### config.mk
export PLATFORM = sky130hd
export DESIGN_NAME = ex_stage
export DESIGN_NICKNAME = d
export VERILOG_FILES = /design/src/rtl/ex_stage.sv
export SDC_FILE = /design/constraint.sdc
export NUM_CORES = 2
export LEC_CHECK = 0
export ABC_AREA = 1
export CORE_ASPECT_RATIO = 1.4
export CORE_MARGIN = 2
export CORE_UTILIZATION = 52
export CTS_CLUSTER_DIAMETER = 120
export DETAILED_ROUTE_END_ITERATION = 10
export PLACE_DENSITY = 0.87
export SLEW_MARGIN = 20
export SYNTH_ARGS = -nofsm -noshare
export SYNTH_HDL_FRONTEND = slang
export SYNTH_SLANG_ARGS = --single-unit
### constraint.sdc
create_clock -name clk -period 10.65 [get_ports clk]
set_input_delay 1.5975 -clock clk [delete_from_list [all_inputs] [get_ports clk]]
set_output_delay 1.5975 -clock clk [all_outputs]
set_load 0.05 [all_outputs]
### src/rtl/ex_stage.sv
// rtl/ex_stage.sv - MIPS execute stage: ALU, data-SRAM request, forwarding and a restoring divider.
module ex_stage #(
    parameter int ID_TO_EX_WD  = 159,
    parameter int EX_TO_MEM_WD = 141,
    parameter int STALL_WD     = 6
) (
    input  logic                    clk,
    input  logic                    rst,
    input  logic [STALL_WD-1:0]     stall,
    input  logic [ID_TO_EX_WD-1:0]  id_to_ex_bus,
    output logic [EX_TO_MEM_WD-1:0] ex_to_mem_bus,
    output logic                    data_sram_en,
    output logic [3:0]              data_sram_wen,
    output logic [31:0]             data_sram_addr,
    output logic [31:0]             data_sram_wdata,
    output logic                    ex_wreg,
    output logic [4:0]              ex_waddr,
    output logic [31:0]             ex_wdata,
    output logic                    ex_opl,
    output logic                    stallreq
);

    typedef enum logic [1:0] {S_IDLE, S_BUSY, S_DONE} div_state_t;

    logic [ID_TO_EX_WD-1:0] id_to_ex_r;
    logic [31:0] pc, inst, rdata1, rdata2;
    logic [11:0] alu_op;
    logic [2:0]  sel_src1;
    logic [3:0]  sel_src2, ram_wen;
    logic        ram_en, rf_we, sel_rf_res;
    logic [4:0]  rf_waddr;

    always_ff @(posedge clk or posedge rst) begin
        if (rst)                        id_to_ex_r <= '0;
        else if (stall[2] && !stall[3]) id_to_ex_r <= '0;
        else if (!stall[2])             id_to_ex_r <= id_to_ex_bus;
    end

    assign {pc, inst, alu_op, sel_src1, sel_src2, ram_en, ram_wen,
            rf_we, rf_waddr, sel_rf_res, rdata1, rdata2} = id_to_ex_r;

    logic unused_bits;
    assign unused_bits = ^{stall[STALL_WD-1:4], stall[1:0], inst[25:16]};

    logic [31:0] src1, src2, ex_result;

    always_comb begin
        src1 = '0;
        if (sel_src1[0])      src1 = rdata1;
        else if (sel_src1[1]) src1 = pc;
        else if (sel_src1[2]) src1 = {27'd0, inst[10:6]};
    end

    always_comb begin
        src2 = '0;
        if (sel_src2[0])      src2 = rdata2;
        else if (sel_src2[1]) src2 = {{16{inst[15]}}, inst[15:0]};
        else if (sel_src2[2]) src2 = 32'd8;
        else if (sel_src2[3]) src2 = {16'd0, inst[15:0]};
    end

    always_comb begin
        ex_result = '0;
        if (alu_op[11])     ex_result = src1 + src2;
        else if (alu_op[10]) ex_result = src1 - src2;
        else if (alu_op[9])  ex_result = {31'd0, $signed(src1) < $signed(src2)};
        else if (alu_op[8])  ex_result = {31'd0, src1 < src2};
        else if (alu_op[7])  ex_result = src1 & src2;
        else if (alu_op[6])  ex_result = ~(src1 | src2);
        else if (alu_op[5])  ex_result = src1 | src2;
        else if (alu_op[4])  ex_result = src1 ^ src2;
        else if (alu_op[3])  ex_result = src2 << src1[4:0];
        else if (alu_op[2])  ex_result = src2 >> src1[4:0];
        else if (alu_op[1])  ex_result = $signed(src2) >>> src1[4:0];
        else if (alu_op[0])  ex_result = {src2[15:0], 16'd0};
    end

    logic is_div, is_divu, is_div_op;
    assign is_div    = (inst[31:26] == 6'd0) && (inst[5:0] == 6'h1A);
    assign is_divu   = (inst[5:0] == 6'h1B);
    assign is_div_op = is_div || is_divu;

    div_state_t state, state_nx;
    logic [4:0]  cnt;
    logic [31:0] quo, rem, dvs, hi_r, lo_r, quo_nx, rem_nx;
    logic        neg_q, neg_r, hilo_we;
    logic [32:0] rem_shift, diff;

    always_ff @(posedge clk or posedge rst) begin
        if (rst) state <= S_IDLE;
        else     state <= state_nx;
    end

    // DONE is left only when the input register takes a new value, so a held divide never restarts
    always_comb begin
        state_nx = state;
        case (state)
            S_IDLE: if (is_div_op) state_nx = (rdata2 == 32'd0) ? S_DONE : S_BUSY;
            S_BUSY: if (cnt == 5'd31) state_nx = S_DONE;
            S_DONE: if (!(stall[2] && stall[3])) state_nx = S_IDLE;
            default: state_nx = S_IDLE;
        endcase
    end

    always_comb begin
        stallreq = 1'b0;
        hilo_we  = 1'b0;
        if (is_div_op) begin
            stallreq = (state != S_DONE);
            hilo_we  = (state == S_DONE);
        end
    end

    // One restoring step: shift the next dividend bit into the partial remainder, subtract if it fits
    always_comb begin
        rem_shift = {rem, quo[31]};
        diff      = rem_shift - {1'b0, dvs};
        rem_nx    = diff[32] ? rem_shift[31:0] : diff[31:0];
        quo_nx    = {quo[30:0], ~diff[32]};
    end

    always_ff @(posedge clk or posedge rst) begin
        if (rst) begin
            cnt <= '0; quo <= '0; rem <= '0; dvs <= '0;
            neg_q <= 1'b0; neg_r <= 1'b0; hi_r <= '0; lo_r <= '0;
        end else begin
            case (state)
                S_IDLE: if (is_div_op) begin
                    if (rdata2 != 32'd0) begin
                        quo   <= (is_div && rdata1[31]) ? 32'd0 - rdata1 : rdata1;
                        dvs   <= (is_div && rdata2[31]) ? 32'd0 - rdata2 : rdata2;
                        rem   <= '0;
                        cnt   <= '0;
                        neg_q <= is_div && (rdata1[31] ^ rdata2[31]);
                        neg_r <= is_div && rdata1[31];
                    end else begin
                        lo_r <= 32'hFFFF_FFFF;
                        hi_r <= rdata1;
                    end
                end
                S_BUSY: begin
                    quo <= quo_nx;
                    rem <= rem_nx;
                    cnt <= cnt + 5'd1;
                    if (cnt == 5'd31) begin
                        lo_r <= neg_q ? 32'd0 - quo_nx : quo_nx;
                        hi_r <= neg_r ? 32'd0 - rem_nx : rem_nx;
                    end
                end
                default: ;
            endcase
        end
    end

    assign data_sram_en    = ram_en;
    assign data_sram_wen   = ram_wen;
    assign data_sram_addr  = ex_result;
    assign data_sram_wdata = rdata2;
    assign ex_wreg         = rf_we;
    assign ex_waddr        = rf_waddr;
    assign ex_wdata        = ex_result;
    assign ex_opl          = ram_en & sel_rf_res;

    assign ex_to_mem_bus = {hilo_we, hilo_we ? hi_r : 32'd0, hilo_we ? lo_r : 32'd0, pc,
                            ram_en, ram_wen, sel_rf_res, rf_we, rf_waddr, ex_result};

endmodule
==> flow_summary.ini <==
[status]
run_status = finished, final reports clean

[sta]
grt_setup_unrepaired = false
max_freq_mhz = 127
relSlewSlack = 0.0813
finalCritPeriodShare = 0.739
final_max_slew_viol_count = 0
worst_slack_ns = 2.77
hold_viol = 0
setup_viol = 0
tightest_slew_ns = 1.36
post-route-min-period_ns = 7.88
timing.setup.tns_ns = 0
finClkSkew_ns = 0.0291

[synthesis]
synth_area_leaders = dfrtp_1 26%, nand2_1 15%, inv_1 9.3%
netlist_top_cells_count = 1241 x nand2_1, 771 x inv_1, 461 x nand3_1
synth-async-reset-ratio = 1.00
ys_seq_area_frac = 0.257
yosysWarningCount = 0
synth_largest_area_cell = dfrtp_1
ys_types = 63
synth_cells = 5034
synth_edf_count = 0
synth_top_cell_area_share = 0.257
ys_seq_elements = 318
synth_area_um2 = 31000
synth_nets = 5338
yosysMostFrequentCell = nand2_1
synthFlopType = dfrtp_1
avgSynthCellArea_um2 = 6.16

[cts]
post_cts_resized = 0
numCtsBuffers = 36
clockBufferDepth = 3
cts_setup_buffers = 0
cts_tree = yes
clock_sinks = 318
cts.clk_slew.worst_paths_ns = 0.07
cts_max_level = 2
clock_latency_ns = 0.58
root_buffer = clkbuf_16
cts_hold_buffers = 0

[grt]
grt_antenna_before_repair = 9
grt_max_degree = 116
grt_use_total = 0.412
overflow = 0
grt_pass1_wl_mm = 195
grt_pass1_vias = 33100

[setup_path]
rrSetupSlack_ns = 5.20
path_class = flop to output pin
crit_fanout = 43
cp-end-kind = output pin
reg2regPathDepth = 30
cp.required_ns = 9.05
arrival_ns = 6.28
startpoint_type = flop

[die]
die_x_um = 210
fp.dieH_um = 293
num_rows = 105
core_um2 = 58900
initial_core_util = 0.527
io_pins = 417
fp.dieArea_um2 = 61600

[power_and_ir_drop]
leakagePower_nw = 17.5
power_density_nw_per_um2 = 228
ir_drop_uv = 155

[final_layout]
nets = 5442
area_growth_pct = 14.5
finish.instance_area_um2 = 35500
layout-drive-gt1-share = 0.0463

[placed_design]
pre_cts_slack_ns = 3.59
numPortBuffers = 402
place_area_um2 = 34300
dp_hpwl_mm = 98.9
gp_congestion = 1.03

[detailed_routing]
drc = 0
routedWlPerCell_um = 22.0
ant_nets = 0
first_pass_iters = 8
vias = 35100
vias_per_cell = 5.92
drtIter0Drc = 3990
routed_wl_mm = 130

[worst_hold_path]
whs_path_depth = 2
min_path_type = flop to flop

[job]
cap_violations = 0
-- through the flow --
stage	instances	hold slack [ns]	util	power, mW
after floorplan	5034	0.445	-	5.43
after global placement	5848	0.465	0.583	6.62
after detailed placement	5848	0.466	0.583	6.69
after CTS	5914	0.483	0.602	7.97
after global routing	5924	0.508	0.603	8.61
final	5924	0.480	0.603	8.08
-- report_power, final --
part / switching (mW) / internal (mW)
registers: 0.228 / 1.48
clock network: 0.567 / 0.695
logic: 3.64 / 1.47
-- layout make-up --
cell class	count	area (µm²)
diodes	9	22.5
clock inverters	14	98.8
repair buffers	463	4500
well taps	749	937
inverters	791	2980
flip-flops and latches	318	7960
clock buffers	52	1050
multi-input cells	3528	18000
fillers	5635	23300
-- routing by layer --
metal	track usage	vias to the layer above	wire, µm
met5	0	-	12
met4	0.341	2	13200
met3	0.0546	557	10300
met2	0.680	1925	59900
met1	0.476	16200	46900
li1	-	16400	-
-- cell usage in the layout, fill, tap and decap left out, types with 16 or more instances in the layout --
| master | Yosys | layout |
|---|---|---|
| nand2_1 | 1241 | 1238 |
| inv_1 | 771 | 768 |
| nand3_1 | 461 | 461 |
| nor2_1 | 411 | 410 |
| clkdlybuf4s50_1 | 0 | 401 |
| a21oi_1 | 324 | 324 |
| dfrtp_1 | 318 | 315 |
| o21ai_0 | 307 | 304 |
| o22ai_1 | 165 | 165 |
| ha_1 | 134 | 134 |
| buf_4 | 152 | 60 |
| o211ai_1 | 47 | 47 |
| nand4_1 | 46 | 46 |
| xor2_1 | 46 | 46 |
| nor3_1 | 44 | 44 |
| nand2_2 | 36 | 38 |
| clkbuf_16 | 0 | 37 |
| o21ai_1 | 31 | 31 |
| a31oi_1 | 27 | 27 |
| nor4_1 | 26 | 26 |
| xnor2_1 | 19 | 19 |
| inv_2 | 16 | 16 |
-- critical path: stages (launching register included) --
cell	delay, ns
dfrtp_1	0.44
inv_2	0.11
nand2_1	0.14
o21ai_1	0.19
nand2_2	0.53
buf_4	0.49
ha_1	0.37
nand3_1	0.09
nand3_1	0.11
inv_1	0.07
nor2_1	0.16
o21ai_0	0.10
nand2_1	0.13
a21boi_0	0.23
o21ai_0	0.59
nand3_1	0.26
nand2_1	0.23
nand2_1	0.08
o211ai_1	0.10
or2_2	0.14
nand3_1	0.05
nand2_1	0.23
clkdlybuf4s50_1	0.86
-- logic make-up after synthesis --
kind of cell               share of synthesized area
and+or+nand+nor                                0.320
buffers and inverters                          0.167
AOI/OAI and AO/OA                              0.182
DFF                                            0.257
adders and majority gates                     0.0560
xor gates and xnor gates                      0.0184
muxes                                       0.000323
-- final timing paths --
path	startpoint	endpoint
max in group asynchronous	rst	lo_r[12]
setup / recovery	id_to_ex_r[81]	ex_wdata[31]
hold reg to reg	hi_r[25]	hi_r[25]
hold / removal	hi_r[25]	hi_r[25]
setup reg to reg	quo[31]	lo_r[26]
min in group asynchronous	rst	id_to_ex_r[69]
-- registers in the layout (all words and copies together), names as in the netlist --
name	flops
rem	32
lo_r	32
dvs	32
neg_r	1
id_to_ex_r	149
state	2
neg_q	1
quo	32
cnt	5
hi_r	32
Note: power is estimated with default switching activity, not from simulation.
